$ cat config.mk
export PLATFORM = sky130hd
export DESIGN_NAME = serial_addsub
export DESIGN_NICKNAME = d
export VERILOG_FILES = /design/src/rtl/serial_addsub.sv
export SDC_FILE = /design/constraint.sdc
export NUM_CORES = 1
export LEC_CHECK = 0
export BUFFER_PORTS_ARGS = -buffer_cell sky130_fd_sc_hd__buf_2
export CAP_MARGIN = 20
export CORE_ASPECT_RATIO = 1.2
export CORE_MARGIN = 3
export CORE_UTILIZATION = 50
export DETAILED_ROUTE_END_ITERATION = 7
export GPL_ROUTABILITY_DRIVEN = 0
export GPL_TIMING_DRIVEN = 0
export PLACE_DENSITY_LB_ADDON = 0.3
export SYNTH_ARGS = -nofsm -noshare
export SYNTH_HDL_FRONTEND = slang
export SYNTH_SLANG_ARGS = --single-unit
$ cat constraint.sdc
create_clock -name clk -period 3.6 [get_ports clk]
set_input_delay 0 -clock clk [delete_from_list [all_inputs] [get_ports clk]]
set_output_delay 0 -clock clk [all_outputs]
set_load 0.02 [all_outputs]
$ cat src/rtl/serial_addsub.sv
// serial_addsub: digit-serial adder/subtractor with valid/ready handshakes.
// It takes WIDTH/DIGIT cycles per operation and handles DIGIT bits each cycle.
// Subtraction is computed as a + ~b + ~cin. For sub, cout=1 means no borrow.
// Ports:
//   clk, rst              clock and synchronous active-high reset
//   in_valid/in_ready     operand handshake; in_ready is high only in IDLE
//   a, b, cin, sub        operands, carry/borrow-in, mode (0 add, 1 sub)
//   out_valid/out_ready   result handshake; the result is held until accepted
//   result, cout,         sum or difference mod 2^WIDTH, carry out of the MSB,
//   overflow, zero        two's-complement overflow, result == 0
module serial_addsub #(
  parameter int WIDTH = 16,
  parameter int DIGIT = 4
) (
  input  logic             clk,
  input  logic             rst,
  input  logic             in_valid,
  output logic             in_ready,
  input  logic [WIDTH-1:0] a,
  input  logic [WIDTH-1:0] b,
  input  logic             cin,
  input  logic             sub,
  output logic             out_valid,
  input  logic             out_ready,
  output logic [WIDTH-1:0] result,
  output logic             cout,
  output logic             overflow,
  output logic             zero
);

  localparam int DSAFE = (DIGIT < 1) ? 1 : DIGIT;
  localparam int N     = WIDTH / DSAFE;
  localparam int CW    = (N > 1) ? $clog2(N) : 1;

  generate
    if ((DIGIT < 1) || (WIDTH % DSAFE != 0)) begin : g_bad_param
      $error("serial_addsub: DIGIT must be >= 1 and divide WIDTH");
    end
  endgenerate

  typedef enum logic [1:0] {IDLE, CALC, DONE} state_t;

  state_t           state, state_nxt;
  logic [WIDTH-1:0] a_sr, b_sr, res_sr, res_nxt;
  logic             carry;
  logic [CW-1:0]    cnt;
  logic [DIGIT-1:0] dsum;
  logic             dcarry;
  logic             last;

  // Add one digit. b_sr already holds ~b in subtract mode.
  assign {dcarry, dsum} = {1'b0, a_sr[DIGIT-1:0]} + {1'b0, b_sr[DIGIT-1:0]}
                        + {{DIGIT{1'b0}}, carry};
  // The new sum digit enters at the MSB end. After N shifts the word is in order.
  assign res_nxt = WIDTH'({dsum, res_sr} >> DIGIT);
  assign last    = (cnt == CW'(N - 1));

  assign in_ready  = (state == IDLE) && !rst;
  assign out_valid = (state == DONE);

  always_ff @(posedge clk) begin
    if (rst) state <= IDLE;
    else     state <= state_nxt;
  end

  always_comb begin
    state_nxt = state;
    case (state)
      IDLE:    if (in_valid) state_nxt = CALC;
      CALC:    if (last)     state_nxt = DONE;
      DONE:    if (out_ready) state_nxt = IDLE;
      default: state_nxt = IDLE;
    endcase
  end

  always_ff @(posedge clk) begin
    if (rst) begin
      a_sr     <= '0;
      b_sr     <= '0;
      res_sr   <= '0;
      carry    <= 1'b0;
      cnt      <= '0;
      result   <= '0;
      cout     <= 1'b0;
      overflow <= 1'b0;
      zero     <= 1'b0;
    end else begin
      case (state)
        IDLE: if (in_valid) begin
          a_sr  <= a;
          b_sr  <= sub ? ~b : b;
          carry <= sub ? ~cin : cin;
          cnt   <= '0;
        end
        CALC: begin
          a_sr   <= a_sr >> DIGIT;
          b_sr   <= b_sr >> DIGIT;
          carry  <= dcarry;
          res_sr <= res_nxt;
          cnt    <= cnt + CW'(1);
          if (last) begin
            result <= res_nxt;
            cout   <= dcarry;
            // Overflow occurs when the operand signs match and the result sign differs.
            // This is the same as carry into the MSB XOR carry out of the MSB.
            overflow <= (a_sr[DIGIT-1] == b_sr[DIGIT-1]) &&
                        (dsum[DIGIT-1] != a_sr[DIGIT-1]);
            zero     <= (res_nxt == '0);
          end
        end
        default: ;
      endcase
    end
  end

endmodule

==> results of run 1 <==
==> through the flow <==
step,util (%),instance area [sq um]
floorplan,-,2920
global placement,60.3,3300
detailed placement,60.3,3300
CTS,64.9,3560
global route,64.9,3560
finish,64.9,3560
==> where the power goes <==
| part | total (mW) | switching, mW | internal, mW |
|---|---|---|---|
| Sequential | 0.818 | 0.0279 | 0.790 |
| Combinational | 0.227 | 0.126 | 0.101 |
| Clock | 0.643 | 0.269 | 0.374 |
==> layout by cell type (no fill, tap or decap) <==
cell type      count
nor3b_2            1
clkbuf_8          12
buf_4              1
nor3_1             3
ha_1               4
buf_6              3
fa_1               2
o31ai_1            2
dfxtp_1           68
nor2b_1           14
clkbuf_1          14
a22oi_1            9
or2_1              1
mux2i_1            1
inv_1              1
a21oi_1           39
a32o_1             1
o221a_1           12
nor2_1            47
buf_2             70
bufinv_16          1
a222oi_1          13
dlygate4sd3_1      5
xor2_1            20
nand4_1            1
a21o_1             3
o41ai_1            1
nand2_1           49
nor4_1             4
and2_1             1
nand3_1            3
nand2b_1           2
==> kinds of logic (layout without fill, tap and decap cells) <==
family	Yosys count	in the layout	synth area share [%]
flip-flops	68	68	46.6
AND/OR/NAND/NOR	126	126	18.7
buffers and inverters	30	107	5.31
AO/OA/AOI/OAI	80	80	20.0
multiplexers	1	1	0.342
XOR/XNOR	20	20	5.99
adder cells (fa/ha/maj)	6	6	3.08
==> cell usage after synthesis, types with 3 or more instances <==
library cell	instances	area [sq um]
dfxtp_1	68	1360
buf_6	3	33.8
a222oi_1	13	130
nand3_1	3	15.0
nand2_1	49	184
nor3_1	3	15.0
a21oi_1	39	195
buf_2	13	65.1
a22oi_1	9	67.6
nor2_1	47	176
nor4_1	4	25.0
ha_1	4	50.1
clkbuf_1	12	45.0
xor2_1	20	175
o221a_1	12	135
a21o_1	3	22.5
nor2b_1	14	87.6
==> worst paths after layout <==
kind | start | to | slack (ns) | cells after the start
max reg2reg | a_sr[0]$_SDFFE_PP0P_ | carry$_SDFFE_PP0P_ | 1.49 | 6
min | b[12] | b_sr[12]$_SDFFE_PP0P_ | 0.04 | 4
min reg2reg | result[11]$_SDFFE_PP0P_ | result[11]$_SDFFE_PP0P_ | 0.45 | 2
max | a_sr[0]$_SDFFE_PP0P_ | carry$_SDFFE_PP0P_ | 1.49 | 6
==> repair_timing <==
item,in CTS,in global routing
gates resized for setup,0,0
endpoints found under the hold margin,5,0
hold buffers,5,0
==> routing by layer <==
layer / track usage [%] / vias to the layer above / wire [um]
met5: 0 / - / 0
met4: 9.33 / 0 / 156
met3: 3.57 / 15 / 236
met2: 32.1 / 59 / 3230
met1: 27.9 / 1196 / 3130
li1: - / 1305 / -
==> tightest hold or removal path: cells and delay by family <==
family / cells / cell delay, ns
and+or+nand+nor: 1 / 0.05
xor gates and xnor gates: 1 / 0.05
AOI/OAI and AO/OA: 1 / 0.15
buffers and inverters: 1 / 0.08
==> state kept, by name, indices dropped and copies added, names as in the netlist <==
signal    count
a_sr         16
b_sr         16
carry         1
cnt           2
cout          1
overflow      1
res_sr       12
result       16
state         2
zero          1
==> final cells by class <==
| class | count | area share [%] |
|---|---|---|
| Multi-Input combinational cell | 233 | 39.5 |
| Sequential cell | 68 | 38.3 |
| Timing Repair Buffer | 62 | 9.43 |
| Clock buffer | 14 | 4.85 |
| Buffer | 29 | 4.26 |
| Tap cell | 77 | 2.71 |
| Clock inverter | 1 | 0.844 |
| Inverter | 1 | 0.106 |
==> summary.txt, run 1 <==
Global routing
  – First-pass GRT wire length: roughly 11 mm
  – Pin count of the biggest net entering global routing: 11
  – Antenna violations before repair: 0
  – GRT Overall Usage: 20.8%
  – Vias in the first global route: 2487
  – Total gr overflow: 0

Job
  – Max-cap violations: 0

Clock network
  – CTS root buf: clkbuf_8
  – H-tree depth: 3
  – Worst-case clock buffer depth: 2
  – Clock-pin slew on the worst setup and hold paths: 0.07 ns
  – Post-CTS setup buffer count: 0
  – Clock Latency Late Sink: 0.34 ns
  – Clock sinks: 68
  – CTS tree: built
  – TritonCTS buffer count: 9

STA
  – Final Cycle Share: 58.7%
  – Slew HR: 67.6%
  – Final Hold Viols: 0
  – Pin slew with the least headroom to its limit: approximately 0.49 ns
  – Final Skew: 0.00502 ns
  – Slack of the critical path: 1.49 ns
  – Endpoints failing setup: 0
  – RSZ-0062 raised after global routing: false
  – TNS Setup: 0 ns
  – Max frequency: 473 MHz
  – Final Max Tran Viols: 0
  – Worst hold slack: 0.0398 ns
  – Min Tclk post-route: between 2 and 2.5 ns

Worst setup path
  – CP Buf/Inv Count: 0
  – Worst EP required: roughly 3.8 ns
  – Delay-heaviest family, CP: adder cells
  – WS Path Type: flop to flop
  – Cell Chain, Critical Path: fa_1 > fa_1 > a21o_1 > a21o_1 > a222oi_1 > nor2_1
  – Critical path's slowest cell: fa_1
  – CP Capture Type: flop
  – CP Launch Type: flop
  – Critical path's largest stage delay: 0.48 ns
  – CP Max Fanout: 2
  – Critical Path AT: roughly 2.3 ns

Final layout
  – Layout filler cell count: ~480
  – Layout cells sized above 1: 21.6%
  – Area of the multi-input gates: 1410 sq um
  – P&R area growth vs syn: 21.7%
  – Diodes inserted: 0
  – Layout Nets: 448
  – Layout Cells excl Fill: 485
  – Storage cell area: 1360 sq um

Hold path
  – Min-delay worst type: primary input to flop

Detailed routing
  – WL final: 6.76 mm
  – Drt via density: 5.31
  – TritonRoute pass-1 iters: 4
  – Final antenna-violating net count: 0
  – Via count: 2575
  – DRC Markers: 0
  – Avg WL per Cell: 13.9 um
  – Initial DRC count: 219

Floorplanning
  – Die H: 89.8 um
  – Io pins: 59
  – Die width: 75.8 um
  – Num rows: 29
  – Starting density of the core: about 53%
  – Die area: a little under 7000 sq um
  – Core footprint: approximately 5500 sq um

Synth
  – Post-Synthesis Cells: 331
  – Mapped Area: 2920 sq um
  – Top FF cell, synth: dfxtp_1
  – Register bit total from synthesis: 68
  – Synth Area per Inst: 8.83 sq um
  – Fraction of registers with async set or reset after synthesis: 0%
  – Post-synthesis sequential area ratio: a little under half
  – Yosys cell types: 29
  – Syn_nets: 375
  – Post-synth EDFFs: 0
  – Yosys warns: 0

Placement
  – Dpl hpwl: 4.96 mm
  – Placed cells: approximately 470
  – PortBufs: 57
  – Place WS: about 1.5 ns

Power and ir drop
  – Max VDD drop: 313 uV
  – Leakage Power: 1.53 nW
  – PD cells: 474 nW/um^2
  – Pwr Total: between 1.5 and 2 mW

Status
  – Status: finished clean
Note: power is estimated with default switching activity, not from simulation.
==> run 2, diff against run 1 <==
Clock period 3.6 ns to 2 ns, I/O delays scaled along.
==> run 2 against run 1 <==
  * Worst hold slack worse by 0.0014 ns
  * Sequential share of layout area is 0.19 points lower
  * Register-to-register slack lost 1.4 ns
  * Core utilization rose by 0.32 points
  * Via count grew 0.27%
  * Maximum frequency up 9.2%
  * Flip-flop and latch count stayed put
  * First-iteration DRC count is 2.3% higher
  * Worst setup slack worse by 1.4 ns
  * Clock-buffer cell count is the same
==> summary.txt, run 2 (synthesis results as in run 1) <==
Worst setup path
  – CP Capture Type: flop
  – Reg2reg path depth: 6 (unchanged)
  – CP Launch Type: flop
  – CP Max Fanout: 3 (+1)
  – Critical Path AT: 2.22 ns (-0.10 ns)
  – Worst EP required: 2.28 ns (-1.53 ns)
  – Critical path's slowest cell: fa_2
  – Cell Chain, Critical Path: fa_2 > fa_2 > nor4_2 > nand4_1 > nor4_2 > a32o_1
  – WS Path Type: flop to flop
  – Critical path's largest stage delay: 0.47 ns (about the same)

Final layout
  – Fin area: 3570 sq um (+0.49%)
  – Commonest non-fill, non-tap cell in the layout: buf_2
  – Largest regs: a_sr (16), b_sr (16), result (16)
  – P&R area growth vs syn: 22.3%
  – Diodes inserted: 0 (unchanged)
  – Layout cells sized above 1: 22.5% (+0.98 points)
  – Layout Cells excl Fill: 485 (unchanged)
  – Layout Nets: 448 (unchanged)
  – Commonest non-fill, non-tap cells in the layout: buf_2, dfxtp_1, nand2_1

Hold path
  – Hold path depth: 4 (unchanged)
  – Min-delay worst type: primary input to flop

Job
  – Max-cap violations: 0 (unchanged)

Power and ir drop
  – P_sw: 0.765 mW (+81%)
  – Clock Power Share: 38.0% (about the same)
  – PD cells: 852 nW/um^2 (+80%)
  – Int Pwr: 2.28 mW (+80%)
  – Sequential share of power: 48.4% (about the same)
  – Leakage Power: 1.52 nW (-0.16%)
  – Pwr Total: 3.05 mW (+81%)
  – Switching portion of total power: 25.1% (+0.063 points)
  – Max VDD drop: 564 uV (+80%)
  – Combinational power share: 13.6% (+0.2 points)

Floorplanning
  – Die width: 75.8 um (unchanged)
  – Num rows: 29 (unchanged)
  – Starting density of the core: 53.3% (unchanged)
  – Die area: 6800 sq um (unchanged)
  – Io pins: 59 (unchanged)
  – Die H: 89.8 um (unchanged)
  – Core footprint: 5480 sq um (unchanged)

Placement
  – Dpl hpwl: 4.96 mm (unchanged)
  – Placed cell areas: 3300 sq um (unchanged)
  – Placed cells: 465 (unchanged)
  – PortBufs: 57 (unchanged)

STA
  – Min Tclk post-route: 1.94 ns (-0.178 ns)
  – Final Hold Viols: 0 (unchanged)
  – Pin slew with the least headroom to its limit: 0.471 ns (-0.0145 ns)
  – Final Skew: 0.00538 ns (+0.000361 ns)
  – Endpoints failing setup: 0 (unchanged)
  – Final Max Tran Viols: 0 (unchanged)
  – Final Cycle Share: 96.8% (+38 points)
  – Slew HR: 68.6% (+0.97 points)
  – Max frequency: 516 MHz (+9.2%)
  – TNS Setup: 0 ns (unchanged)

Global routing
  – Antenna violations before repair: 0 (unchanged)
  – Total gr overflow: 0 (unchanged)
  – GRT Overall Usage: 20.8% (-0.027 points)
  – First-pass GRT wire length: 11.3 mm (about the same)
  – Vias in the first global route: 2490 (+0.12%)
  – Pin count of the biggest net entering global routing: 11 (unchanged)

Detailed routing
  – Final antenna-violating net count: 0 (unchanged)
  – Drt via density: 5.32 (+0.27%)
  – Met3 wire length: 287 um (+22%)
  – Detail Route met2 WL: 3.24 mm (+0.31%)
  – WL final: 6.80 mm (+0.55%)
  – TritonRoute pass-1 iters: 6 (+2)
  – WL met1: 3.08 mm (-1.7%)
  – Highest Signal Layer: met4
  – Via count: 2582 (+0.27%)
  – DRC Markers: 0 (unchanged)
  – Initial DRC count: 224 (+2.3%)
  – Avg WL per Cell: 14.0 um (+0.55%)

Status
  – Status: finished clean

Clock network
  – Clock sinks: 68 (unchanged)
  – CTS tree: built
  – CTS root buf: clkbuf_8
  – Post-CTS setup buffer count: 0 (unchanged)
  – Clock Latency Late Sink: 0.34 ns (about the same)
  – Clock-pin slew on the worst setup and hold paths: 0.07 ns (about the same)
  – TritonCTS buffer count: 9 (unchanged)
  – Worst-case clock buffer depth: 2 (unchanged)
  – H-tree depth: 3 (unchanged)
[run 2: stage by stage]
stage               hold slack [ns]  utilization [%]  worst slack, ns
floorplan                     0.148                -           0.0324
global placement              0.234             60.3          -0.0365
detailed placement            0.246             60.3          -0.0875
CTS                          0.0327             65.0           0.0163
global route                 0.0748             65.2          -0.0316
finish                       0.0385             65.2           0.0631
[run 2: what timing repair did]
action                                  in CTS  in global routing
endpoints found under the hold margin        5                  0
gates resized for setup                      2                  2
hold buffers                                 5                  0
pin swaps                                    0                  2
endpoints found under the setup margin       2                  2
[run 2: worst max-delay path, delay by kind of cell (launching register included)]
kind | cells | cell delay [ns]
fa+ha+maj | 2 | 0.88
simple gates | 3 | 0.50
flops | 1 | 0.33
compound gates | 1 | 0.18
[run 2: per-layer routing]
| layer | up-vias | GRT usage, % |
|---|---|---|
| met2 | 75 | 31.7 |
| met4 | 0 | 9.91 |
| li1 | 1306 | - |
| met3 | 17 | 3.68 |
| met1 | 1184 | 27.8 |
| met5 | - | 0 |
[run 2: layout make-up]
type	instances	area, sq um
plain buffers	29	151
clock buffers	14	173
clock inverters	1	30.0
fillers	473	1900
inverters	1	3.75
multi-input cells	233	1420
flip-flops and latches	68	1360
well taps	77	96.3
repair buffers	62	335
[run 2: worst paths after layout]
kind	end	slack, ns	startpoint
max reg2reg	zero$_SDFFE_PP0P_	0.06	carry$_SDFFE_PP0P_
min reg2reg	result[1]$_SDFFE_PP0P_	0.45	result[1]$_SDFFE_PP0P_
min	b_sr[12]$_SDFFE_PP0P_	0.04	b[12]
max	zero$_SDFFE_PP0P_	0.06	carry$_SDFFE_PP0P_
[run 2: power by group through the flow]
stage               Combinational (mW)  Sequential, mW  Clock, mW
CTS                              0.409            1.47       1.17
detailed placement               0.395            1.50          0
floorplan                        0.284            1.49          0
global route                     0.459            1.48       1.23
global placement                 0.385            1.50          0
finish                           0.416            1.47       1.16
